**src/rtl/alu_pkg.sv**
```systemverilog
// alu_pkg: opcodes, FSM states and opcode classification shared by the sequential ALU
package alu_pkg;
  typedef enum logic [3:0] {
    OP_AND    = 4'b0000,
    OP_OR     = 4'b0001,
    OP_ADD    = 4'b0010,
    OP_SLL    = 4'b0011,
    OP_SUB    = 4'b0100,
    OP_SRL    = 4'b0101,
    OP_MUL    = 4'b0110,
    OP_XOR    = 4'b0111,
    OP_SLTU   = 4'b1000,
    OP_SLT    = 4'b1001,
    OP_SRA    = 4'b1010,
    OP_PASS_B = 4'b1011,
    OP_DIVU   = 4'b1100,
    OP_REMU   = 4'b1101,
    OP_PASS_E = 4'b1110,
    OP_PASS_F = 4'b1111
  } alu_op_e;

  typedef enum logic [1:0] {IDLE, BUSY, DONE} alu_state_e;

  function automatic logic is_multicycle(alu_op_e op);
    return op inside {OP_MUL, OP_DIVU, OP_REMU};
  endfunction
endpackage

```
**src/rtl/alu_muldiv_iter.sv**
```systemverilog
// alu_muldiv_iter: one-bit-per-cycle shift-add multiplier and restoring unsigned divider
module alu_muldiv_iter
  import alu_pkg::*;
#(
  parameter int WIDTH = 32
) (
  input  logic             clk,
  input  logic             rst_n,
  input  logic             start,
  input  alu_op_e          op,
  input  logic [WIDTH-1:0] a,
  input  logic [WIDTH-1:0] b,
  output logic             done,
  output logic [WIDTH-1:0] result
);
  localparam int CW = $clog2(WIDTH);
  // acc: product accumulator or partial remainder; x: multiplicand or dividend/quotient; y: multiplier or divisor
  logic [WIDTH-1:0] acc, x, y, acc_nxt, x_nxt, y_nxt;
  logic [WIDTH:0]   r_sh;
  logic             ge, active;
  logic [CW-1:0]    cnt;
  alu_op_e          op_q;
  // one iteration step; result is the value after the current step so the final step can be captured directly
  always_comb begin
    r_sh    = {acc, x[WIDTH-1]};
    ge      = r_sh >= {1'b0, y};
    acc_nxt = op_q == OP_MUL ? acc + (y[0] ? x : '0) : ge ? r_sh[WIDTH-1:0] - y : r_sh[WIDTH-1:0];
    x_nxt   = op_q == OP_MUL ? x << 1 : {x[WIDTH-2:0], ge};
    y_nxt   = op_q == OP_MUL ? y >> 1 : y;
    result  = op_q == OP_DIVU ? x_nxt : acc_nxt;
  end
  assign done = active && cnt == '0;
  // load operands on start, then step once per cycle for WIDTH cycles
  always_ff @(posedge clk or negedge rst_n) begin
    if (!rst_n) begin
      acc    <= '0;
      x      <= '0;
      y      <= '0;
      cnt    <= '0;
      active <= 1'b0;
      op_q   <= OP_AND;
    end else if (start) begin
      acc    <= '0;
      x      <= a;
      y      <= b;
      cnt    <= CW'(WIDTH - 1);
      active <= 1'b1;
      op_q   <= op;
    end else if (active) begin
      acc    <= acc_nxt;
      x      <= x_nxt;
      y      <= y_nxt;
      cnt    <= cnt - 1'b1;
      active <= cnt != '0;
    end
  end
endmodule

```
**src/rtl/alu_seq.sv**
```systemverilog
// alu_seq: handshaked execute ALU with registered results and iterative mul/div
module alu_seq
  import alu_pkg::*;
#(
  parameter int WIDTH = 32,
  localparam int SHAMT_W = $clog2(WIDTH)
) (
  input  logic             clk,
  input  logic             rst_n,
  input  logic             in_valid,
  output logic             in_ready,
  input  logic [3:0]       alu_control,
  input  logic [WIDTH-1:0] rs1_data,
  input  logic [WIDTH-1:0] rs2_data,
  input  logic             kill,
  output logic             out_valid,
  input  logic             out_ready,
  output logic [WIDTH-1:0] alu_result,
  output logic             zero,
  output logic             busy
);
  alu_state_e         state, state_nxt;
  alu_op_e            op;
  logic [SHAMT_W-1:0] shamt;
  logic [WIDTH-1:0]   sc_result, md_result;
  logic               md_done, accept;
  assign op        = alu_op_e'(alu_control);
  assign shamt     = rs2_data[SHAMT_W-1:0];
  assign in_ready  = state == IDLE;
  assign out_valid = state == DONE;
  assign busy      = state == BUSY;
  assign accept    = in_valid && in_ready && !kill;
  // single-cycle datapath
  always_comb begin
    case (op)
      OP_AND:  sc_result = rs1_data & rs2_data;
      OP_OR:   sc_result = rs1_data | rs2_data;
      OP_ADD:  sc_result = rs1_data + rs2_data;
      OP_SUB:  sc_result = rs1_data - rs2_data;
      OP_XOR:  sc_result = rs1_data ^ rs2_data;
      OP_SLL:  sc_result = rs1_data << shamt;
      OP_SRL:  sc_result = rs1_data >> shamt;
      OP_SRA:  sc_result = WIDTH'($signed(rs1_data) >>> shamt);
      OP_SLTU: sc_result = WIDTH'(rs1_data < rs2_data);
      OP_SLT:  sc_result = WIDTH'($signed(rs1_data) < $signed(rs2_data));
      default: sc_result = rs1_data;
    endcase
  end
  alu_muldiv_iter #(.WIDTH(WIDTH)) u_muldiv (
    .clk    (clk),
    .rst_n  (rst_n),
    .start  (accept && is_multicycle(op)),
    .op     (op),
    .a      (rs1_data),
    .b      (rs2_data),
    .done   (md_done),
    .result (md_result)
  );
  // next state; kill overrides everything, including a same-cycle request
  always_comb begin
    state_nxt = kill ? IDLE :
                state == IDLE ? (in_valid ? (is_multicycle(op) ? BUSY : DONE) : IDLE) :
                state == BUSY ? (md_done ? DONE : BUSY) :
                (out_ready ? IDLE : DONE);
  end
  // state register
  always_ff @(posedge clk or negedge rst_n) begin
    if (!rst_n) state <= IDLE;
    else        state <= state_nxt;
  end
  // result and zero flag are captured only on entry to DONE and held until consumed
  always_ff @(posedge clk or negedge rst_n) begin
    if (!rst_n) begin
      alu_result <= '0;
      zero       <= 1'b1;
    end else if (accept && !is_multicycle(op)) begin
      alu_result <= sc_result;
      zero       <= sc_result == '0;
    end else if (state == BUSY && md_done && !kill) begin
      alu_result <= md_result;
      zero       <= md_result == '0;
    end
  end
endmodule

```
**config.mk**
```make
export PLATFORM = sky130hd
export DESIGN_NAME = alu_seq
export DESIGN_NICKNAME = d
export VERILOG_FILES = /design/src/rtl/alu_pkg.sv /design/src/rtl/alu_muldiv_iter.sv /design/src/rtl/alu_seq.sv
export SDC_FILE = /design/constraint.sdc
export NUM_CORES = 1
export LEC_CHECK = 0
export ABC_CLOCK_PERIOD_IN_PS = 7000
export CAP_MARGIN = 20
export CORE_AREA = 2 2 247 249
export CTS_CLUSTER_SIZE = 14
export DETAILED_ROUTE_END_ITERATION = 12
export DIE_AREA = 0 0 249 251
export PLACE_DENSITY = 0.58
export SLEW_MARGIN = 20
export SYNTH_ARGS = -nofsm -noshare
export SYNTH_HDL_FRONTEND = slang
export SYNTH_SLANG_ARGS = --single-unit
```
**constraint.sdc**
```tcl
create_clock -name clk -period 7 [get_ports clk]
set_clock_uncertainty 0.15 [all_clocks]
set_input_delay 1.4 -clock clk [delete_from_list [all_inputs] [get_ports clk]]
set_output_delay 1.4 -clock clk [all_outputs]
set_load 0.02 [all_outputs]
```
==> summary.md <==
| Metric | Value |
|---|---|
| Setup TNS | 0 ps |
| Yosys cell types | 108 |
| Final worst-path setup slack | 385.8 ps |
| Total vias in the final route | 24,890 |
| DR vias/cell | 6.711 |
| Crit-path max FO | 7 |
| Net Sw Frac | 0.5543 |
| Period utilization | 0.9449 |
| DRT iter0 DRCs | 3,433 |
| Minimum clock period | 6614 ps |
| Worst vdd ir | 0.2010 mV |
| IO buf count | 108 |
| CTS tree | yes |
| Grt ovf | 0 |
| CTS Sinks | 141 |
| Mapped Cells | 2,853 |
| Max-slew violations | 0 |
| Mapped cell area | 21,360 um2 |
| Pint | 4488 uW |
| Finished layout cell area | 24,260 um2 |
| Synth warn | 0 |
| Filler cell count | 6,249 |
| Deepest clock path buffer count | 2 |
| Drt pass-1 iters | 6 |
| Final Hold Viols | 0 |
| RSZ-0062 raised after global routing | no |
| Post-placement worst setup slack | 212.2 ps |
| Clk pwr share | 0.095 |
| Main synth FF type | dfrtp_1 |
| Area leader, netlist | dfrtp_1 |
| Rows | 90 |
| Top post-synthesis cells by count | 303 x nand2_1, 260 x a21oi_1, 235 x nor2_1 |
| Area grow syn2layout | 13.57% |
| Crit path DAT | 6870 ps |
| Die footprint | 62,500 um2 |
| Worst skew pair latency | 470 ps |
| Clock slew at reported path FFs | 70 ps |
| Max cap viols | 0 |
| Antenna viol nets, final | 0 |
| Sequential share of power | 0.164 |
| Routed length per placed instance | 31.70 um |
| Placed Area | 23,660 um2 |
| Nets@finish | 3,167 |
| Final wirelength | 117.6 mm |
| Logic gate share of total power | 0.741 |
| CTS buffer count | 17 |
| # resized after CTS | 0 |
| Post-cts hold buffer count | 0 |
| Most common cell in the synthesized netlist | nand2_1 |
| Status | complete, no violations |
| Worst-margin pin slew | 1277 ps |
| EDFF count, synth | 0 |
| Pwr Density | 415.1 nW/um2 |
| Total global-route track usage | 0.3666 |
| Syn nets | 3,110 |
| Global-route wire length before repair | 167.9 mm |
| Syn avg cell area | 7.487 um2 |
| Sequential share of the synthesized area | 0.1653 |
| CP Launch Type | input pin |
| DRC viols | 0 |
| Required time of the critical path | 7260 ps |
| Synth top area cells | dfrtp_1 16%, ha_1 11%, a21oi_1 6.1% |
| Proportion of layout cells with a drive suffix above 1 | 0.1006 |
| Hold WC Path Type | register to register |
| Core ar. | 59,790 um2 |
| Initial antenna violation count | 5 |
| Post-layout util | 0.4057 |
| Post-synth top area share | 0.1640 |
| Slew HR | 0.1267 |
| Gpl congestion | 1.060 |
| Flops & latches, synth | 141 |
| Num ports | 109 |
| Vias in the first global route | 23,680 |
| Crit Path Category | input pin to register |
| Depth of the CTS H-tree | 4 |
| Setup violators final | 0 |
| Post-CTS Setup Bufs | 0 |
| Detailed placer's ending HPWL | 92.49 mm |
| Die height | 251 um |
| Fmax | 151.2 MHz |
| Net switching power | 5582 uW |
| Leak | 0.01012 uW |
| Root buffer cell | clkbuf_16 |
| Die X | 249 um |
| Pin count of the biggest net entering global routing | 86 |
| Initial core utilization | 0.3572 |
| Setup crit end kind | register |
| Ys async rst share | 1.000 |
==> flip-flops by register name (all words and copies together) (netlist names) <==
| register | flops |
|---|---|
| zero | 1 |
| u_muldiv.op_q | 4 |
| u_muldiv.cnt | 5 |
| u_muldiv.x | 32 |
| u_muldiv.acc | 32 |
| u_muldiv.active | 1 |
| state | 2 |
| u_muldiv.y | 32 |
| alu_result | 32 |
==> per-stage QoR <==
stage | std cells | hold WS [ps] | power, uW
3_5_place_dp | 3672 | 341.3 | 8823
2_1_floorplan | 2853 | 318.8 | 6427
5_1_grt | 3705 | 389.8 | 10670
3_3_place_gp | 3672 | 329.0 | 8745
6_report | 3709 | 366.5 | 10070
4_1_cts | 3704 | 366.7 | 9820
==> cell families after synthesis <==
kind of cell               synth area share
muxes                                0.1079
adders and majority gates            0.1092
AOI/OAI and AO/OA                    0.3178
xor gates and xnor gates            0.02132
and+or+nand+nor                      0.2070
DFF                                  0.1653
buffers and inverters               0.07158
==> layer usage <==
| layer | GRT usage | vias to the layer above | routed length, um |
|---|---|---|---|
| met3 | 0.07538 | 364 | 11580 |
| met2 | 0.5679 | 1630 | 50200 |
| li1 | - | 10810 | - |
| met4 | 0.2024 | 6 | 7803 |
| met1 | 0.4770 | 12080 | 47930 |
| met5 | 0 | - | 41 |
==> worst max-delay path, cell delays in order <==
cell and delay (ps):
clkdlybuf4s50_1 630, ha_1 290, inv_1 70, fa_1 380, nand2b_1 220, a211oi_1 970, o21ai_1 290, a2111oi_0 1130
or3b_2 280, o31ai_1 70, o32a_1 310, a211oi_1 240, nand4_1 140, nor4_1 280, a211o_1 140
==> final cells by class <==
cell class	instances	area [um2]	share of cell area
Antenna cell	4	10.01	0.0004126
Clock buffer	17	425.4	0.01754
Clock inverter	15	151.4	0.006241
Inverter	163	611.8	0.02522
Multi-Input combinational cell	2335	16390	0.6757
Sequential cell	141	3533	0.1457
Tap cell	782	978.4	0.04034
Timing Repair Buffer	252	2156	0.08887
==> power groups by stage <==
stage	Clock (uW)	Sequential, uW	Combinational (uW)
after floorplan	0	1500	4930
after global placement	0	1640	7110
after detailed placement	0	1640	7180
after CTS	969	1630	7220
after global routing	1000	1690	7980
final	957	1650	7460
==> path summary, 6_finish.rpt <==
kind	from	cells after the start	slack, ps	to
hold / removal	alu_result[8]	2	370	alu_result[8]
setup reg to reg	u_muldiv.acc[7]	15	1550	zero
max in group asynchronous	rst_n	2	4380	alu_result[10]
setup / recovery	rs1_data[0]	15	390	zero
hold reg to reg	alu_result[8]	2	370	alu_result[8]
min in group asynchronous	rst_n	1	850	u_muldiv.acc[16]
==> placed cells by master (no fill, tap or decap), drive strengths merged, types with 76 or more instances in the layout <==
cell	netlist	final
nand2	303	303
a21oi	261	261
nor2	235	235
o21ai	187	187
ha	180	180
inv	163	172
buf	65	148
dfrtp	140	140
mux2i	106	106
clkdlybuf4s50	0	103
a211oi	76	76
Power figures use the tool's default switching activity.
